[src/rtl/io_pkg.sv]
// Shared board I/O bus definitions: MMIO addresses,
// button debouncer states and status register bit positions.
package io_pkg;

  localparam logic [31:0] IO_SEG_ADDR       = 32'hFFFF_FFF0;
  localparam logic [31:0] IO_SW_DATA_ADDR   = 32'hFFFF_FFF4;
  localparam logic [31:0] IO_SW_STATUS_ADDR = 32'hFFFF_FFF8;

  typedef enum logic [1:0] {
    IDLE,
    PRESS_WAIT,
    HELD,
    RELEASE_WAIT
  } btn_state_t;

  localparam int STAT_VALID = 0;
  localparam int STAT_OVF   = 1;

endpackage

[src/rtl/button_debouncer.sv]
// Confirmation button synchroniser and debounce FSM.
// Emits a single-cycle capture pulse per accepted press.
module button_debouncer
  import io_pkg::*;
#(
  parameter logic [19:0] DEBOUNCE_CYCLES = 20'd200000
) (
  input  logic clk,
  input  logic rst,
  input  logic btnRaw,
  output logic capture
);

  localparam logic [19:0] LAST = DEBOUNCE_CYCLES - 20'd1;

  logic [1:0] syncQ;
  logic       btn;
  btn_state_t state;
  btn_state_t nextState;
  logic [19:0] count;
  logic [19:0] nextCount;

  assign btn = syncQ[1];

  always_ff @(posedge clk) begin
    if (!rst) begin
      syncQ <= 2'b00;
      state <= IDLE;
      count <= '0;
    end else begin
      syncQ <= {syncQ[0], btnRaw};
      state <= nextState;
      count <= nextCount;
    end
  end

  // counter only runs while a level change is being qualified
  always_comb begin
    nextState = state;
    nextCount = '0;
    capture   = 1'b0;
    unique case (state)
      IDLE: begin
        if (btn) nextState = PRESS_WAIT;
      end
      PRESS_WAIT: begin
        if (!btn) begin
          nextState = IDLE;
        end else if (count == LAST) begin
          nextState = HELD;
          capture   = 1'b1;
        end else begin
          nextCount = count + 20'd1;
        end
      end
      HELD: begin
        if (!btn) nextState = RELEASE_WAIT;
      end
      RELEASE_WAIT: begin
        if (btn) begin
          nextState = HELD;
        end else if (count == LAST) begin
          nextState = IDLE;
        end else begin
          nextCount = count + 20'd1;
        end
      end
      default: nextState = IDLE;
    endcase
  end

endmodule

[src/rtl/mmio_input_port.sv]
// Memory-mapped switch input port: debounced capture, data/status regs.
// Define SWITCH_SIGN_EXT_EN to sign-extend the switch word on data loads.
module mmio_input_port
  import io_pkg::*;
#(
  parameter logic [19:0] DEBOUNCE_CYCLES = 20'd200000,
  parameter logic [31:0] DATA_ADDR       = IO_SW_DATA_ADDR,
  parameter logic [31:0] STATUS_ADDR     = IO_SW_STATUS_ADDR
) (
  input  logic        clk,
  input  logic        rst,
  input  logic [15:0] switchInput,
  input  logic        confirmation,
  input  logic [31:0] address,
  input  logic        readEn,
  output logic [31:0] readData,
  output logic        dataValid
);

  logic        capture;
  logic [15:0] dataReg;
  logic        overflow;
  logic        dataHit;
  logic        statHit;
  logic [31:0] dataWord;
  logic [31:0] statusWord;

  button_debouncer #(
    .DEBOUNCE_CYCLES(DEBOUNCE_CYCLES)
  ) uDeb (
    .clk    (clk),
    .rst    (rst),
    .btnRaw (confirmation),
    .capture(capture)
  );

  assign dataHit = readEn && (address == DATA_ADDR);
  assign statHit = readEn && (address == STATUS_ADDR);

  always_comb begin
`ifdef SWITCH_SIGN_EXT_EN
    dataWord = {{16{dataReg[15]}}, dataReg};
`else
    dataWord = {16'b0, dataReg};
`endif
    statusWord = '0;
    statusWord[STAT_VALID] = dataValid;
    statusWord[STAT_OVF]   = overflow;
  end

  // a capture landing on a data read is not a lost value
  always_ff @(posedge clk) begin
    if (!rst) begin
      dataReg   <= '0;
      dataValid <= 1'b0;
      overflow  <= 1'b0;
      readData  <= '0;
    end else begin
      if (capture) dataReg <= switchInput;
      if (capture) begin
        dataValid <= 1'b1;
      end else if (dataHit) begin
        dataValid <= 1'b0;
      end
      if (statHit) begin
        overflow <= capture & dataValid;
      end else if (capture && dataValid && !dataHit) begin
        overflow <= 1'b1;
      end
      if (dataHit) begin
        readData <= dataWord;
      end else if (statHit) begin
        readData <= statusWord;
      end
    end
  end

endmodule

[config.mk]
export PLATFORM = sky130hd
export DESIGN_NAME = mmio_input_port
export DESIGN_NICKNAME = d
export VERILOG_FILES = /design/src/rtl/io_pkg.sv /design/src/rtl/button_debouncer.sv /design/src/rtl/mmio_input_port.sv
export SDC_FILE = /design/constraint.sdc
export NUM_CORES = 1
export LEC_CHECK = 0
export CAP_MARGIN = 20
export CORE_MARGIN = 2
export CORE_UTILIZATION = 35
export CTS_CLUSTER_SIZE = 20
export DETAILED_ROUTE_END_ITERATION = 7
export PLACE_DENSITY = 0.71
export SLEW_MARGIN = 20
export SYNTH_ARGS = -nofsm -noshare
export SYNTH_HDL_FRONTEND = slang
export SYNTH_HIERARCHICAL = 1
export SYNTH_SLANG_ARGS = --single-unit
[constraint.sdc]
create_clock -name clk -period 3 [get_ports clk]
set_input_delay 0.6 -clock clk [delete_from_list [all_inputs] [get_ports clk]]
set_output_delay 0.6 -clock clk [all_outputs]
set_load 0.02 [all_outputs]
# After elaboration in Yosys (flattened, before gate mapping)
# Cells that the tools add are included.
# word_totals
rom_bits	0
latch_bits	0
in_bits	52
register_bits	58
word_cells	49
n_memories	0
mem_bits_rw	0
# classes
magnitude_cmp	0
mux	20
n_eq_ne	10
reduce_logical	10
div_mod_pow	0
n_addsub	1
shift	0
bitwise_logic	1
mul	0
# op_table
cell	count
$eq 32x32->1 const B	2
$mux 20	3
$pmux 20 s2	1
$mux 16	2
$add 20x1->20 const B	1
$eq 20x18->1 const B	1
$mux 2	6
$pmux 2 s4	1
$mux 1	7
$reduce_bool 2->1	3
$eq 2x2->1 const B	2
$logic_and 1x1->1	4
$reduce_and 4->1	1
$ne 3x1->1 const B	1
$ne 3x3->1 const B	1
$eq 2x1->1 const B	1
$logic_not 2->1	1
$ne 2x1->1 const B	1
$ne 2x2->1 const B	1
$and 1x1->1	1
$logic_not 1->1	1

# Depth between registers and ports, before layout
# logic_depth
word_depth	8
depth_mapped	9
depth_no_buf	8

# Cells and area by module
# The synthesis kept the hierarchy.
# modules_own_cells
mod	area_per_inst_um2	cells_per_inst	instances	seq_area_each_um2
mmio_input_port	1468.9	135	1	680.7
button_debouncer	1126.1	128	1	480.5

# Least setup slack after synthesis
# Ideal clock, no wire load.
# synth_timing
kind	register -> register
startpoint	register uDeb.count[0]
endpoint	register dataReg[10]
stages_incl_launch_ff	10
setup_time_ps	128
arrival_ps	2427
setup_slack_ps	446
required_ps	2872
n_path_buf	2
path_cell_list	dfxtp_1 > ha_1 > nand4_1 > or4_4 > nor2_1 > and3b_1 > buf_2 > buf_2 > mux2i_1 > nor2_1
# synth_between
elab_chain_cells	4
# synth_rtl
item	line_no	source
start, declared	button_debouncer.sv:20	logic [19:0] count;
start signal, assigned	button_debouncer.sv:33	count <= nextCount;
$eq 20x18->1	button_debouncer.sv:49	end else if (count == LAST) begin
$mux 1	button_debouncer.sv:49	
$mux 1	button_debouncer.sv:47	if (!btn) begin
$mux 1	button_debouncer.sv:42	unique case (state)
via capture	mmio_input_port.sv:20	logic capture;
end signal, assigned	mmio_input_port.sv:59	if (capture) dataReg <= switchInput;
end, declared	mmio_input_port.sv:21	logic [15:0] dataReg;
# The timed path passes the listed nets, and every way through them passes these cells.
# A chain may end at the register's enable or synchronous reset.

# Worst setup path after layout
# layout_timing
startpoint	register uDeb.count[0]
endpoint	register dataReg[2]
# Same word-level chain as after synthesis.

==> impl_metrics.xml <==
<?xml version="1.0" encoding="UTF-8"?>
<metrics>
  <group name="global_route">
    <metric name="wire_length_of_the_first_global_routing_pass" unit="um">9183</metric>
    <metric name="grt_pass1_vias" unit="">2043</metric>
    <metric name="grt_antenna_before_repair" unit="">0</metric>
    <metric name="globalRoute.totalOverflow" unit="">0</metric>
    <metric name="grt_start_max_net_pins" unit="">21</metric>
    <metric name="grt.total_usage" unit="">0.1373</metric>
  </group>
  <group name="sta">
    <metric name="slew_violations" unit="">0</metric>
    <metric name="fin_worst_hold_slack" unit="ns">0.4402</metric>
    <metric name="worst_slew_pin_slew" unit="ns">0.7793</metric>
    <metric name="rsz0062_at_grt" unit="">false</metric>
    <metric name="fmaxAchievable" unit="GHz">0.3807</metric>
    <metric name="slew-limit-headroom" unit="">0.4788</metric>
    <metric name="final.min_clock_period" unit="ns">2.627</metric>
    <metric name="final.setup.worst_slack" unit="ns">0.3731</metric>
    <metric name="finalClockSkew" unit="ns">0.004781</metric>
    <metric name="setup_total_negative_slack" unit="ns">0</metric>
    <metric name="timing.final.setup_violations" unit="">0</metric>
    <metric name="report.final.hold_viol_count" unit="">0</metric>
    <metric name="final_min_period_over_clock_period" unit="">0.8756</metric>
  </group>
  <group name="cts">
    <metric name="post_cts_resize_count" unit="">0</metric>
    <metric name="ctsHtreeMaxLevel" unit="">3</metric>
    <metric name="cts-buffers-inserted" unit="">9</metric>
    <metric name="clock-root-buffer" unit="">sky130_fd_sc_hd__clkbuf_8</metric>
    <metric name="cts_sinks" unit="">58</metric>
    <metric name="post-cts-setup-buffers" unit="">0</metric>
    <metric name="clock_latency_reported_for_the_late_side_of_the_worst_skew_pair" unit="ns">0.33</metric>
    <metric name="cts_buffer_depth" unit="">2</metric>
    <metric name="clock_tree_from_tritoncts" unit="">built</metric>
    <metric name="cts-hold-fix-buffers" unit="">0</metric>
    <metric name="clkSlewWorstSetupHoldPaths" unit="ns">0.06</metric>
  </group>
  <group name="detailed_routing">
    <metric name="drt.antenna.violating_nets" unit="">0</metric>
    <metric name="route.detailed.wl_per_inst" unit="um">12.16</metric>
    <metric name="routed_wirelength" unit="um">5337</metric>
    <metric name="number_of_vias_after_detailed_routing" unit="">2035</metric>
    <metric name="drt-pass1-iter-count" unit="">4</metric>
    <metric name="route.detailed.vias_per_inst" unit="">4.636</metric>
    <metric name="count_of_routing_violations_after_the_opening_detailed_route_iteration" unit="">77</metric>
    <metric name="drt_drc_violations_left" unit="">0</metric>
  </group>
  <group name="yosys">
    <metric name="largest_family_of_logic_cells_by_synthesized_area" unit="">simple AND/OR/NAND/NOR gates</metric>
    <metric name="synth_adder_area_share" unit="">0.004822</metric>
    <metric name="syn-instance-count" unit="">263</metric>
    <metric name="yosysUniqueCellTypes" unit="">46</metric>
    <metric name="synth_enable_flop_cells" unit="">0</metric>
    <metric name="mappedNetlistArea" unit="um^2">2595</metric>
    <metric name="synth-main-ff-cell" unit="">sky130_fd_sc_hd__dfxtp_1</metric>
    <metric name="async_reset_ff_frac" unit="">0</metric>
    <metric name="syn-mean-instance-area" unit="um^2">9.867</metric>
    <metric name="synthesis.yosys.warnings" unit="">6</metric>
    <metric name="synth.area.mux_share" unit="">0.06557</metric>
    <metric name="synth-seq-cells" unit="">58</metric>
    <metric name="synth.area.top_cells" unit="">sky130_fd_sc_hd__dfxtp_1, sky130_fd_sc_hd__mux2i_1, sky130_fd_sc_hd__nor2_1</metric>
    <metric name="post_synth_most_frequent_cells" unit="">sky130_fd_sc_hd__dfxtp_1, sky130_fd_sc_hd__nor2_1, sky130_fd_sc_hd__buf_4, sky130_fd_sc_hd__mux2i_1</metric>
    <metric name="synth-seq-area-share" unit="">0.4474</metric>
    <metric name="synthDominantAreaCellType" unit="">sky130_fd_sc_hd__dfxtp_1</metric>
    <metric name="synth-xor-area-share" unit="">0.05400</metric>
    <metric name="area_fraction_in_compound_gates_after_synthesis" unit="">0.1085</metric>
    <metric name="synth_simple_gate_area_share" unit="">0.2261</metric>
    <metric name="synth_top_cell_area_share" unit="">0.4474</metric>
    <metric name="yosysMostFrequentCell" unit="">sky130_fd_sc_hd__dfxtp_1</metric>
  </group>
  <group name="place">
    <metric name="place_congestion" unit="">0.8355</metric>
    <metric name="dp_slack" unit="ns">0.4165</metric>
    <metric name="port_buffers" unit="">68</metric>
    <metric name="place_hpwl" unit="um">3919</metric>
  </group>
  <group name="floorplan">
    <metric name="initial_core_util" unit="">0.3597</metric>
    <metric name="std_cell_rows" unit="">31</metric>
    <metric name="num_io_pins" unit="">85</metric>
    <metric name="floorplan.core_area" unit="um^2">7214</metric>
    <metric name="die_y" unit="um">90.11</metric>
    <metric name="die_w" unit="um">90.11</metric>
    <metric name="die_area" unit="um^2">8119</metric>
  </group>
  <group name="critical_path">
    <metric name="critical_path.most_common_cell" unit="">sky130_fd_sc_hd__nor2_1</metric>
    <metric name="path_delay_family" unit="">simple AND/OR/NAND/NOR gates</metric>
    <metric name="crit_type" unit="">reg2reg</metric>
    <metric name="critical_path.endpoint_type" unit="">register</metric>
    <metric name="setup.reg_to_reg.worst_slack" unit="ns">0.37</metric>
    <metric name="critPathSlowestCell" unit="">sky130_fd_sc_hd__or4_4</metric>
    <metric name="slowest_delay" unit="ns">0.62</metric>
    <metric name="critPathBufInv" unit="">1</metric>
    <metric name="required_worst_endpoint" unit="ns">3.22</metric>
    <metric name="cell_breakdown_of_the_critical_path" unit="">ha_1 &gt; nand4_1 &gt; or4_4 &gt; nor2_1 &gt; and3b_1 &gt; buf_4 &gt; mux2i_1 &gt; nor2_1</metric>
    <metric name="cp_max_fo" unit="">13</metric>
    <metric name="ff2ff_path_depth" unit="">8</metric>
    <metric name="regToRegEndpoint" unit="">dataReg[2]$_SDFFE_PN0P_</metric>
    <metric name="signal_arrival_time_at_the_worst_endpoint" unit="ns">2.84</metric>
    <metric name="startpoint_type" unit="">register</metric>
    <metric name="regToRegStartpoint" unit="">uDeb/count[0]$_SDFF_PN0_</metric>
  </group>
  <group name="layout">
    <metric name="num_antenna_cells" unit="">0</metric>
    <metric name="multi_input_area" unit="um^2">1251</metric>
    <metric name="number_of_filler_instances_in_the_final_layout" unit="">658</metric>
    <metric name="final-seq-area" unit="um^2">1161</metric>
    <metric name="finish.net_count" unit="">388</metric>
    <metric name="layout-drive-gt1-share" unit="">0.1265</metric>
    <metric name="synthToLayoutAreaGrowth" unit="%">35.29</metric>
  </group>
  <group name="run">
    <metric name="max-cap-violations" unit="">0</metric>
  </group>
  <group name="power_and_ir_drop">
    <metric name="standby_leakage_power" unit="nW">1.172</metric>
    <metric name="power.ir.vdd_worst" unit="V">0.0003601</metric>
    <metric name="power_density_normalized_to_cell_area" unit="nW/um^2">475.8</metric>
  </group>
  <group name="hold_path">
    <metric name="timing.hold.worst.class" unit="">reg2reg</metric>
    <metric name="hold_path.startpoint" unit="">uDeb/syncQ[0]$_SDFF_PN0_</metric>
    <metric name="hold_depth" unit="">1</metric>
    <metric name="worstHoldEndpoint" unit="">uDeb/syncQ[1]$_SDFF_PN0_</metric>
  </group>
  <group name="run_status">
    <metric name="outcome" unit="">completed</metric>
  </group>
</metrics>
==> layout by cell type (no fill, tap or decap), types with 2 or more instances in the layout <==
cell type | Yosys | layout
sky130_fd_sc_hd__a31oi_1 | 3 | 3
sky130_fd_sc_hd__a22o_1 | 2 | 2
sky130_fd_sc_hd__xor2_1 | 5 | 5
sky130_fd_sc_hd__clkbuf_8 | 0 | 10
sky130_fd_sc_hd__clkdlybuf4s50_1 | 0 | 68
sky130_fd_sc_hd__xnor2_1 | 11 | 11
sky130_fd_sc_hd__dfxtp_1 | 58 | 58
sky130_fd_sc_hd__and2_1 | 3 | 3
sky130_fd_sc_hd__mux2i_1 | 17 | 17
sky130_fd_sc_hd__nand4_1 | 14 | 14
sky130_fd_sc_hd__or4_1 | 4 | 4
sky130_fd_sc_hd__nor3_1 | 2 | 2
sky130_fd_sc_hd__nor4_4 | 2 | 2
sky130_fd_sc_hd__a22o_2 | 14 | 14
sky130_fd_sc_hd__a21oi_1 | 3 | 3
sky130_fd_sc_hd__nand2_1 | 10 | 10
sky130_fd_sc_hd__nand3_1 | 8 | 8
sky130_fd_sc_hd__conb_1 | 1 | 16
sky130_fd_sc_hd__nor2_1 | 38 | 38
sky130_fd_sc_hd__inv_1 | 9 | 9
sky130_fd_sc_hd__bufinv_16 | 0 | 2
sky130_fd_sc_hd__clkinv_2 | 0 | 2
sky130_fd_sc_hd__o21ai_0 | 2 | 2
sky130_fd_sc_hd__nor4_1 | 7 | 7
sky130_fd_sc_hd__nor2b_1 | 2 | 2
sky130_fd_sc_hd__and4_1 | 2 | 2
sky130_fd_sc_hd__buf_4 | 17 | 5
==> per-stage QoR <==
stage          power [W]  cells  utilization  cell area [um^2]
6_report        0.001671    439       0.4866              3511
5_1_grt         0.001739    439       0.4866              3511
4_1_cts         0.001694    439       0.4866              3511
3_3_place_gp   0.0008998    423       0.4563              3292
2_1_floorplan  0.0008424    278            -              2651
3_5_place_dp   0.0009010    423       0.4563              3292
==> logic make-up after synthesis <==
group | Yosys count
other | 1
DFF | 58
buffers and inverters | 37
and+or+nand+nor | 102
xor gates and xnor gates | 16
AOI/OAI and AO/OA | 31
adders and majority gates | 1
muxes | 17
==> how the worst max path moves through the flow <==
stage	from	endpoint	slack [ns]	cells past startpoint
after CTS	uDeb/count[0]$_SDFF_PN0_	dataReg[2]$_SDFFE_PN0P_	0.37	8
after global placement	uDeb/count[0]$_SDFF_PN0_	dataReg[11]$_SDFFE_PN0P_	0.43	8
after global routing	uDeb/count[0]$_SDFF_PN0_	dataReg[2]$_SDFFE_PN0P_	0.14	8
final	uDeb/count[0]$_SDFF_PN0_	dataReg[2]$_SDFFE_PN0P_	0.37	8
after detailed placement	uDeb/count[0]$_SDFF_PN0_	dataReg[2]$_SDFFE_PN0P_	0.42	8
after floorplan	uDeb/count[0]$_SDFF_PN0_	dataReg[10]$_SDFFE_PN0P_	0.45	9
==> cell type report <==
class                   instances  area share
repair buffers                 73      0.2046
flip-flops and latches         58      0.3307
well taps                      99     0.03528
multi-input cells             183      0.3564
clock inverters                 5     0.02210
clock buffers                  11     0.04027
inverters                      10     0.01069
==> power by group <==
part	internal, W	switching [W]	total [W]	leakage (nW)
logic	0.0000666	0.0000445	0.000111	0.596
registers	0.000772	0.00000103	0.000773	0.467
clock network	0.000487	0.000299	0.000787	0.109
total	0.00133	0.000345	0.00167	1.17
==> metal layers <==
layer	routed length, um	global-route usage	share of wire
met2	2587	0.2325	0.48
met4	25	0.03718	0.0047
met3	348	0.06287	0.065
met5	0	0	0
met1	2376	0.1563	0.45
==> sequential cells by signal, summed over array words and instances, names as in the netlist, named ones only <==
register    count
readData       16
overflow        1
uDeb/state      1
uDeb/syncQ      2
dataReg        16
dataValid       1
uDeb/count     20
==> worst reg2reg max path: cells and delay by family (launching register included) <==
family / cells / cell delay, ns
buffers and inverters: 1 / 0.27
multiplexers: 1 / 0.23
adder cells (fa/ha/maj): 1 / 0.23
AND/OR/NAND/NOR: 5 / 1.42
flip-flops: 1 / 0.37
Note: power is estimated with default switching activity, not from simulation.
